[config.mk]
export PLATFORM = sky130hd
export DESIGN_NAME = pb_ram_arbiter
export DESIGN_NICKNAME = d
export VERILOG_FILES = /design/src/rtl/pb_ram_arbiter.sv
export SDC_FILE = /design/constraint.sdc
export NUM_CORES = 1
export LEC_CHECK = 0
export CAP_MARGIN = 10
export CORE_ASPECT_RATIO = 0.6
export CORE_MARGIN = 1.5
export CORE_UTILIZATION = 39
export CTS_CLUSTER_SIZE = 16
export DETAILED_ROUTE_END_ITERATION = 8
export PLACE_DENSITY = 0.78
export SYNTH_ARGS = -nofsm -noshare
export SYNTH_HDL_FRONTEND = slang
export SYNTH_SLANG_ARGS = --single-unit
[constraint.sdc]
create_clock -name clk -period 1.7 [get_ports clk]
set_clock_uncertainty 0.05 [all_clocks]
set_input_delay 0.255 -clock clk [delete_from_list [all_inputs] [get_ports clk]]
set_output_delay 0.255 -clock clk [all_outputs]
set_load 0.01 [all_outputs]
[src/rtl/pb_ram_arbiter.sv]
// Round-robin arbiter that shares one single-port synchronous RAM between two PicoBlaze requesters.
// An optional per-access lock holds ownership for atomic read-modify-write sequences.
module pb_ram_arbiter #(
    parameter int unsigned ADDR_W  = 1,
    parameter int unsigned DATA_W  = 8,
    parameter int unsigned LOCK_TO = 16
) (
    input  logic              clk,
    input  logic              reset,
    input  logic              req0,
    input  logic              we0,
    input  logic [ADDR_W-1:0] addr0,
    input  logic [DATA_W-1:0] wdata0,
    input  logic              lock0,
    output logic              gnt0,
    output logic              rvalid0,
    output logic [DATA_W-1:0] rdata0,
    input  logic              req1,
    input  logic              we1,
    input  logic [ADDR_W-1:0] addr1,
    input  logic [DATA_W-1:0] wdata1,
    input  logic              lock1,
    output logic              gnt1,
    output logic              rvalid1,
    output logic [DATA_W-1:0] rdata1,
    output logic              ram_en,
    output logic              ram_we,
    output logic [ADDR_W-1:0] ram_addr,
    output logic [DATA_W-1:0] ram_din,
    input  logic [DATA_W-1:0] ram_dout,
    output logic              owner,
    output logic              lock_err
);

    localparam int unsigned CNT_W = $clog2(LOCK_TO + 1);

    typedef enum logic [1:0] {IDLE, LOCK0, LOCK1} state_t;

    state_t           state, state_nx;
    logic             last_grant, last_grant_nx;
    logic [CNT_W-1:0] to_cnt, to_cnt_nx;
    logic             gnt0_nx, gnt1_nx, lock_err_nx;
    logic             elig0, elig1;

    // A requester is not re-sampled at the edge that ends its own grant cycle.
    assign elig0 = req0 & ~gnt0;
    assign elig1 = req1 & ~gnt1;

    // Read data is forwarded straight from the RAM while the strobe is up.
    assign rdata0 = rvalid0 ? ram_dout : '0;
    assign rdata1 = rvalid1 ? ram_dout : '0;

    // Grant selection, lock tracking and lock timeout.
    always_comb begin
        state_nx      = state;
        last_grant_nx = last_grant;
        to_cnt_nx     = to_cnt;
        gnt0_nx       = 1'b0;
        gnt1_nx       = 1'b0;
        lock_err_nx   = 1'b0;

        case (state)
            IDLE: begin
                if (elig0 && (!elig1 || last_grant)) gnt0_nx = 1'b1;
                else if (elig1)                      gnt1_nx = 1'b1;
            end
            LOCK0:   gnt0_nx = elig0;
            LOCK1:   gnt1_nx = elig1;
            default: state_nx = IDLE;
        endcase

        if (gnt0_nx) begin
            last_grant_nx = 1'b0;
            to_cnt_nx     = '0;
            state_nx      = lock0 ? LOCK0 : IDLE;
        end else if (gnt1_nx) begin
            last_grant_nx = 1'b1;
            to_cnt_nx     = '0;
            state_nx      = lock1 ? LOCK1 : IDLE;
        end else if (state == LOCK0 || state == LOCK1) begin
            if (to_cnt == CNT_W'(LOCK_TO - 1)) begin
                state_nx      = IDLE;
                lock_err_nx   = 1'b1;
                to_cnt_nx     = '0;
                last_grant_nx = (state == LOCK1);
            end else begin
                to_cnt_nx = to_cnt + CNT_W'(1);
            end
        end
    end

    // State and registered RAM-side / requester-side outputs.
    always_ff @(posedge clk) begin
        if (reset) begin
            state      <= IDLE;
            last_grant <= 1'b1;
            to_cnt     <= '0;
            gnt0       <= 1'b0;
            gnt1       <= 1'b0;
            rvalid0    <= 1'b0;
            rvalid1    <= 1'b0;
            ram_en     <= 1'b0;
            ram_we     <= 1'b0;
            ram_addr   <= '0;
            ram_din    <= '0;
            owner      <= 1'b0;
            lock_err   <= 1'b0;
        end else begin
            state      <= state_nx;
            last_grant <= last_grant_nx;
            to_cnt     <= to_cnt_nx;
            gnt0       <= gnt0_nx;
            gnt1       <= gnt1_nx;
            rvalid0    <= gnt0 & ~ram_we;
            rvalid1    <= gnt1 & ~ram_we;
            ram_en     <= gnt0_nx | gnt1_nx;
            lock_err   <= lock_err_nx;
            if (gnt0_nx) begin
                ram_we   <= we0;
                ram_addr <= addr0;
                ram_din  <= wdata0;
                owner    <= 1'b0;
            end else if (gnt1_nx) begin
                ram_we   <= we1;
                ram_addr <= addr1;
                ram_din  <= wdata1;
                owner    <= 1'b1;
            end else begin
                ram_we   <= 1'b0;
            end
        end
    end

endmodule

Yosys cells after proc, flatten, opt, wreduce, memory -nomap -nowiden
Index checks and enable logic that the tools add are counted.

storage, ports and cells
  flip-flop bits (word level) = 25
  input port bits = 34
  output and inout bits = 33
  logic and storage cells = 65

operators by class
  add/sub/neg operators = 1
  eq/ne operators = 3
  muxes and demuxes = 26
  bitwise gates (word level) = 9
  reductions and logical operators = 13

operators with widths
  kind                   number
  $mux W8                4
  $mux W1                13
  $mux W2                6
  $reduce_bool A3 Y1     2
  $reduce_or A3 Y1       2
  $add A5 B1 Y5 const B  1
  $eq A5 B4 Y1 const B   1
  $mux W5                1
  $and A1 B1 Y1          4
  $not A1 Y1             4
  $pmux W1 S2            2
  $reduce_or A4 Y1       1
  $eq A2 B1 Y1 const B   1
  $eq A2 B2 Y1 const B   1
  $logic_not A2 Y1       1
  $logic_or A1 B1 Y1     2
  $reduce_and A2 Y1      1
  $reduce_bool A2 Y1     1
  $reduce_or A2 Y1       1
  $logic_and A1 B1 Y1    1
  $logic_not A1 Y1       1
  $or A1 B1 Y1           1

Longest topological paths before layout
Gate-level depths: netlist (run 1).

  depth after elaboration = 9
  gate-level depth with buffers = 7
  mapped depth without buffers = 6

Worst setup path after synthesis (run 1)
No wires, ideal clock.

  path kind = register to register
  start point = register state[1]
  end point = register last_grant
  library setup time = 0.122 ns
  arrival = 1.426 ns
  path slack = 0.102 ns
  cell stages (with the launch flop) = 7
  path buffers = 0
  path through = dfxtp_1 -> inv_1 -> ha_1 -> nand4_1 -> nor2_1 -> nor2_1 -> a221o_1

on the way
  word-level cells in the longest chain between the ends = 5
  elaborated cells on any way between the ends = 13

ends and longest elaborated chain
  element                   line        RTL
  start: declaration        39          state_t state, state_nx;
  start signal: assignment  109         state <= state_nx;
  $eq A2 B2 Y1              62, 80, 85
  $mux W1                   81          if (to_cnt == CNT_W'(LOCK_TO - 1)) begin
  $mux W1                   80          end else if (state == LOCK0 || state == LOCK1) begin
  $mux W1                   76          end else if (gnt1_nx) begin
  $mux W1                   72          if (gnt0_nx) begin
  end signal: assignment    110         last_grant <= last_grant_nx;
  end: declaration          40          logic last_grant, last_grant_nx;

Several ways; a longest one is shown, not always the timed one. The select of a mux whose other input is x is not followed.
A chain may end at the register's enable or synchronous reset.

Worst setup path in the final report (run 1)
  start point = register state[0]
  end point = register ram_din[0]

on the way
  word-level cells in the longest chain between the ends = 3
  elaborated cells on any way between the ends = 7

ends and longest elaborated chain
  element                                        line  RTL
  $eq A2 B1 Y1, or another cell as far along     62    case (state)
  $pmux W1 S2                                    62
  $mux W8 or $reduce_bool A2 Y1 (tied branches)  --
  end signal: assignment                         121   ram_din <= wdata0;
  end signal: assignment                         126   ram_din <= wdata1;
  end: declaration                               29    output logic [DATA_W-1:0] ram_din,

Several ways; a longest one is shown, not always the timed one.

==> parameters.txt, run 1 <==
Parameter                              Value

Cells and area
  Commonest non-fill, non-tap cell in the layout ... clkdlybuf4s50_1
  # fillers ... 201
  Layout cells sized above 1 ... 0.2479
  Commonest cells after routing, fill and taps aside ... 50 x clkdlybuf4s50_1, 23 x nand2_1, 21 x dfxtp_1
  Final Net Count ... 274
  Area growth from synthesis to final layout ... 78.54%
  Diodes inserted ... 0

Drt
  Number of design rule violations left after detail routing ... 0
  Number of nets still failing antenna checks after routing ... 0
  First-pass iteration count of the detailed router ... 5
  Routed wire length ... 5138 µm
  DR iter-0 viols ... 193
  Detailed-route vias per instance ... 5.703
  Vias post-DR ... 1574
  Routed wirelength normalized by instance count ... 18.62 µm

Floorplanning
  Starting utilization of the core area ... 0.4302
  Die area ... 0.003700 mm²
  Io pins ... 67
  Number of rows created at floorplan ... 15
  Die X ... 77.54 µm
  Area of the placeable core ... 0.003022 mm²
  Vertical extent of the die ... 47.72 µm

Worst setup path
  Endpoint required time on the critical path ... 1.83 ns
  Setup crit end kind ... flip-flop
  R2r setup slk ... -0.009 ns
  Sort of element at the start of the critical path ... flip-flop
  Worst path arrival time ... 1.84 ns
  Maximum net fanout on the critical path ... 6
  Crit Path Category ... reg -> reg

Synthesis
  Share of synthesized area occupied by flip-flops and latches ... 0.3850
  Post-synth design cell area ... 0.001300 mm²
  Mean cell area of the mapped netlist ... 8.609 µm²
  Flops & latches, synth ... 25
  Ys Warns ... 0
  Post-Syn Nets ... 190
  Number of instances in the synthesized netlist ... 151
  Cell variety after synth ... 40

Clock tree
  Clock-pin slew of the registers on the worst-case setup and hold paths ... 0.09 ns
  Number of CTS-inserted buffers ... 3
  Maximum clock path buffer count ... 2
  Skew-Pair Late Insertion Delay ... 0.28 ns
  Hold buffer count at CTS ... 0
  Clock tree from TritonCTS ... built
  Clk sink count ... 25
  Root cell of the clock tree ... clkbuf_8
  Number of levels in the clock H-tree ... 1

Global routing
  Global route overflow ... 0
  All-Layer GR Usage ... 0.2466
  Maximum number of pins on one net before global-route repair ... 19
  Global-route wire length before repair ... 6789 µm
  Antenna violations before repair ... 0
  Via count of the first global-routing pass ... 1371

Placement
  Post-detail-place hpwl ... 3248 µm
  Placer Congestion ... 0.9390
  Worst slack, placed ... -0.1918 ns
  Number of buffer cells added on primary ports ... 66

Run status
  Violated checks ... setup timing
  Result of the run ... finished with violations

STA
  Final min period ... 1.709 ns
  Highest attainable clock frequency ... 0.5851 GHz
  Final worst-path cycle share ... 1.005
  Final hold violations ... 0
  Worst slew pin tran ... 0.3149 ns
  Worst Slack Setup Final ... -0.009237 ns
  Setup repair after global routing missed its margin ... true
  Worst slew margin relative to its limit ... 0.7898
  Final-report max-slew violation count ... 0
  Number of failing setup endpoints in the final timing report ... 1
  Total negative setup slack ... -0.009237 ns

Pwr
  Total power ... 1.682 mW
  Power per cell area ... 724.8 mW/mm²
  Worst voltage drop across the vdd grid ... 0.0006977 V
  Static Leakage ... 1.033 nW

Run
  Max_cap viols ... 0

Min path
  Class of the most critical hold timing path ... reg -> reg
per-layer routing:
layer	vias to the layer above	wire, µm	share of wire	track usage
met5	-	0	0	0
met4	0	332	0.065	0.1200
met3	38	487	0.095	0.06476
met2	120	2344	0.46	0.4544
met1	724	1973	0.38	0.2826
li1	692	-	-	-
critical path: stages (launching register included):
cell and delay (ns):
dfxtp_4 0.37, inv_2 0.07, ha_4 0.18, nand2b_4 0.16
o221ai_4 0.20, buf_6 0.17, nand2_2 0.08, a311oi_2 0.33
kinds of logic (layout without fill, tap and decap cells):
logic type	Yosys count	count (layout)	synth area share
muxes	2	2	0.01732
and+or+nand+nor	79	79	0.3195
AOI/OAI and AO/OA	28	28	0.1752
xor gates and xnor gates	1	1	0.006738
buffers and inverters	11	94	0.04812
adders and majority gates	5	5	0.04812
DFF	25	25	0.3850
timing repair:
action / 4_1_cts / 5_1_grt
gates cloned: 2 / 0
setup buffers: 2 / 5
endpoints found under the hold margin: 0 / 0
setup endpoints to repair: 31 / 28
resized for setup: 18 / 35
pin swaps: 1 / 12
registers in the layout (all words and copies together), names as in the netlist:
signal and cells:
owner 1, state 2, ram_en 1, gnt1 1, ram_we 1, rvalid0 1
ram_addr 1, to_cnt 5, ram_din 8, rvalid1 1, last_grant 1, lock_err 1
gnt0 1
stage by stage:
| stage | cell area [µm²] | hold WS (ns) | util | instances |
|---|---|---|---|---|
| 4_1_cts | 2153 | 0.4288 | 0.7126 | 271 |
| 2_1_floorplan | 1300 | 0.3399 | - | 151 |
| 3_3_place_gp | 2052 | 0.4038 | 0.6791 | 263 |
| 6_report | 2321 | 0.4202 | 0.7681 | 276 |
| 3_5_place_dp | 2052 | 0.4168 | 0.6791 | 263 |
| 5_1_grt | 2321 | 0.4435 | 0.7681 | 276 |
cells in the mapped netlist, drive strengths merged:
| cell type | number | area (µm²) |
|---|---|---|
| o21a | 1 | 7.510 |
| o21ai | 2 | 10.01 |
| a221o | 1 | 10.01 |
| nand4b | 1 | 8.760 |
| nand3b | 1 | 7.510 |
| or3b | 1 | 8.760 |
| clkbuf | 2 | 7.510 |
| o221ai | 2 | 23.77 |
| inv | 3 | 11.26 |
| o22ai | 1 | 6.260 |
| o221a | 2 | 22.52 |
| nand2b | 4 | 27.53 |
| a22oi | 1 | 7.510 |
| and2 | 16 | 100.1 |
| buf | 6 | 43.79 |
| a21oi | 4 | 23.77 |
| nand3 | 3 | 15.01 |
| nand2 | 24 | 90.09 |
| mux2 | 2 | 22.52 |
| dfxtp | 25 | 500.5 |
| xor2 | 1 | 8.760 |
| nor3 | 1 | 10.01 |
| nand4 | 2 | 12.51 |
| nor2 | 19 | 81.32 |
| a311oi | 9 | 78.83 |
| ha | 5 | 62.56 |
| a31oi | 1 | 6.260 |
| nor2b | 4 | 32.53 |
| nor3b | 2 | 15.01 |
| o2111ai | 1 | 8.760 |
| a21boi | 3 | 22.52 |
| or2 | 1 | 6.260 |
final timing paths:
check,from,end,depth (start not counted)
hold reg to reg,ram_we$_SDFF_PP0_,rvalid1$_SDFF_PP0_,1
setup reg to reg,state[0]$_SDFF_PP0_,ram_din[0]$_SDFFE_PP0P_,7
setup / recovery,state[0]$_SDFF_PP0_,ram_din[0]$_SDFFE_PP0P_,7
hold / removal,ram_we$_SDFF_PP0_,rvalid1$_SDFF_PP0_,1
power by group:
| part | switching (mW) | internal, mW |
|---|---|---|
| Sequential | 0.0447 | 0.638 |
| Combinational | 0.287 | 0.345 |
| Clock | 0.201 | 0.167 |
area by class of cell:
cell class / count / area [µm²] / area share
Multi-Input combinational cell: 115 / 849.6 / 0.3660
Tap cell: 42 / 52.55 / 0.02264
Clock inverter: 1 / 7.507 / 0.003234
Sequential cell: 25 / 513.0 / 0.2210
Timing Repair Buffer: 87 / 843.3 / 0.3633
Clock buffer: 3 / 41.29 / 0.01779
Inverter: 3 / 13.76 / 0.005930
No activity file was read; power rests on OpenSTA's default activity.
==> inputs of run 2 (changes only) <==
TNS_END_PERCENT = 5   (was not set)
==> run 2 against run 1 <==
Compared with the run above: the run still ends with setup timing left; routed wire length decreased by 4.9%; highest routed layer unchanged; die area unchanged; setup slack got worse by 0.033 ns; final cell count decreased by 1.4%; largest cell class unchanged; critical path type unchanged; first-iteration DRC count decreased by 40%.
==> parameters.txt, run 2 (synthesized netlist as in run 1, its figures left out) <==
Parameter                              Value

STA
  WHS ... 0.4177 ns (was 0.4202 ns)
  Final hold violations ... 0 (unchanged)
  Total negative setup slack ... -0.04206 ns (was -0.009237 ns)
  Highest attainable clock frequency ... 0.5740 GHz (was 0.5851 GHz)
  Final min period ... 1.742 ns (was 1.709 ns)
  Worst Slack Setup Final ... -0.04206 ns (was -0.009237 ns)
  Worst slew pin tran ... 0.3022 ns (was 0.3149 ns)
  Worst slew margin relative to its limit ... 0.7983 (was 0.7898)
  Number of failing setup endpoints in the final timing report ... 1 (unchanged)
  Final worst-path cycle share ... 1.025 (was 1.005)
  Final-report max-slew violation count ... 0 (unchanged)

Floorplanning
  Area of the placeable core ... 0.003022 mm² (unchanged)
  Starting utilization of the core area ... 0.4302 (unchanged)
  Die area ... 0.003700 mm² (unchanged)
  Io pins ... 67 (unchanged)
  Number of rows created at floorplan ... 15 (unchanged)
  Die X ... 77.54 µm (unchanged)
  Vertical extent of the die ... 47.72 µm (unchanged)

Global routing
  Maximum number of pins on one net before global-route repair ... 19 (unchanged)
  Global-route wire length before repair ... 6555 µm (was 6789 µm)
  Via count of the first global-routing pass ... 1349 (was 1371)
  Global route overflow ... 0 (unchanged)
  All-Layer GR Usage ... 0.2380 (was 0.2466)
  Antenna violations before repair ... 0 (unchanged)

Worst setup path
  End of the critical path ... ram_din[0]$_SDFFE_PP0P_ (unchanged)
  Crit Path Category ... reg -> reg (unchanged)
  Endpoint required time on the critical path ... 1.83 ns (about the same)
  Setup crit end kind ... flip-flop (unchanged)
  Worst path arrival time ... 1.87 ns (was 1.84 ns)
  Sort of element at the start of the critical path ... flip-flop (unchanged)
  Cell depth of the worst flop-to-flop path ... 7 (unchanged)
  Launching element of the worst setup path ... state[0]$_SDFF_PP0_ (unchanged)
  Launching point of the worst reg2reg path ... state[0]$_SDFF_PP0_ (unchanged)
  R2r setup slk ... -0.04 ns (was -0.009 ns)
  Capturing point of the worst reg2reg path ... ram_din[0]$_SDFFE_PP0P_ (unchanged)
  Maximum net fanout on the critical path ... 7 (was 6)

Cells and area
  Commonest cells after routing, fill and taps aside ... 50 x clkdlybuf4s50_1, 24 x nand2_1, 21 x dfxtp_1 (was 50 x clkdlybuf4s50_1, 23 x nand2_1, 21 x dfxtp_1)
  Max FFs per register ... 8 (unchanged)
  # fillers ... 210 (was 201)
  Biggest regs ... ram_din (8), to_cnt (5), state (2) (unchanged)
  Post-layout utilization of the core ... 0.7569 (was 0.7681)
  Final Net Count ... 270 (was 274)
  Biggest register ... ram_din (unchanged)
  Layout cells sized above 1 ... 0.2217 (was 0.2479)
  Area growth from synthesis to final layout ... 75.94% (was 78.54%)
  Commonest non-fill, non-tap cell in the layout ... clkdlybuf4s50_1 (unchanged)
  Diodes inserted ... 0 (unchanged)

Clock tree
  Skew-Pair Late Insertion Delay ... 0.28 ns (about the same)
  Maximum clock path buffer count ... 2 (unchanged)
  Number of levels in the clock H-tree ... 1 (unchanged)
  Clock-pin slew of the registers on the worst-case setup and hold paths ... 0.09 ns (about the same)
  Clock tree from TritonCTS ... built (unchanged)
  Number of CTS-inserted buffers ... 3 (unchanged)
  Root cell of the clock tree ... clkbuf_8 (unchanged)
  Clk sink count ... 25 (unchanged)

Run status
  Violated checks ... setup timing (unchanged)
  Result of the run ... finished with violations (unchanged)

Drt
  Number of nets still failing antenna checks after routing ... 0 (unchanged)
  Routed wire length ... 4887 µm (was 5138 µm)
  Number of design rule violations left after detail routing ... 0 (unchanged)
  First-pass iteration count of the detailed router ... 6 (was 5)
  Vias post-DR ... 1536 (was 1574)
  Routed wirelength normalized by instance count ... 17.97 µm (was 18.62 µm)
  Detailed-route vias per instance ... 5.647 (was 5.703)
  DR iter-0 viols ... 116 (was 193)

Min path
  Hold path start ... ram_we$_SDFF_PP0_ (unchanged)
  Class of the most critical hold timing path ... reg -> reg (unchanged)

Run
  Max_cap viols ... 0 (unchanged)

Pwr
  Power per cell area ... 724.0 mW/mm² (was 724.8 mW/mm²)
  Worst voltage drop across the vdd grid ... 0.0007294 V (was 0.0006977 V)
  Static Leakage ... 1.015 nW (was 1.033 nW)
  Total power ... 1.656 mW (was 1.682 mW)

Placement
  Number of buffer cells added on primary ports ... 66 (unchanged)
  Placer Congestion ... 0.9390 (unchanged)
  Post-detail-place hpwl ... 3248 µm (unchanged)
## run 2: report_power, final
| part | total, mW | internal, mW | switching [mW] |
|---|---|---|---|
| Sequential | 0.681 | 0.638 | 0.0432 |
| Clock | 0.365 | 0.167 | 0.199 |
| Combinational | 0.609 | 0.335 | 0.274 |
## run 2: cell type report
cell class | count | area [µm²] | share of cell area
clock buffer | 3 | 41.29 | 0.01805
clock inverter | 1 | 7.507 | 0.003282
inverter | 3 | 13.76 | 0.006018
multi-input combinational | 115 | 842.1 | 0.3682
sequential | 25 | 513.0 | 0.2243
tap | 42 | 52.55 | 0.02298
timing repair buffer | 83 | 817.0 | 0.3572
## run 2: per-stage QoR
| step | setup slack [ns] | instances | area (µm²) |
|---|---|---|---|
| floorplan | 0.1018 | 151 | 1300 |
| global placement | -0.09897 | 263 | 2052 |
| detailed placement | -0.1918 | 263 | 2052 |
| CTS | -0.05699 | 270 | 2132 |
| global route | -0.03592 | 272 | 2287 |
| finish | -0.04206 | 272 | 2287 |
## run 2: timing repair
action,in CTS,in global routing
cloned,1,1
setup endpoints to repair,31,29
hold buffers,0,0
setup buffers,2,1
gates resized for setup,15,35
pin swaps,1,10
## run 2: worst min-delay path by stage
| stage | to | slack, ns | cells past startpoint |
|---|---|---|---|
| floorplan | state[1]$_SDFF_PP0_ | 0.34 | 2 |
| global placement | owner$_SDFFE_PP0P_ | 0.40 | 1 |
| detailed placement | owner$_SDFFE_PP0P_ | 0.42 | 1 |
| CTS | rvalid1$_SDFF_PP0_ | 0.43 | 1 |
| global route | ram_din[6]$_SDFFE_PP0P_ | 0.44 | 2 |
| finish | rvalid1$_SDFF_PP0_ | 0.42 | 1 |
## run 2: worst max-delay path, cell delays in order, from the launching register on
cell and delay [ns]:
dfxtp_4 0.38, inv_2 0.07, ha_4 0.20, nand2b_4 0.17, o221ai_4 0.21, buf_6 0.17, nand2_1 0.10, a311oi_2 0.30
## run 2: layer usage
layer	GRT usage	part of all wire	up-vias
li1	-	-	682
met2	0.4368	0.49	121
met3	0.06667	0.10	22
met4	0.09818	0.037	0
met5	0	0	-
met1	0.2769	0.37	711
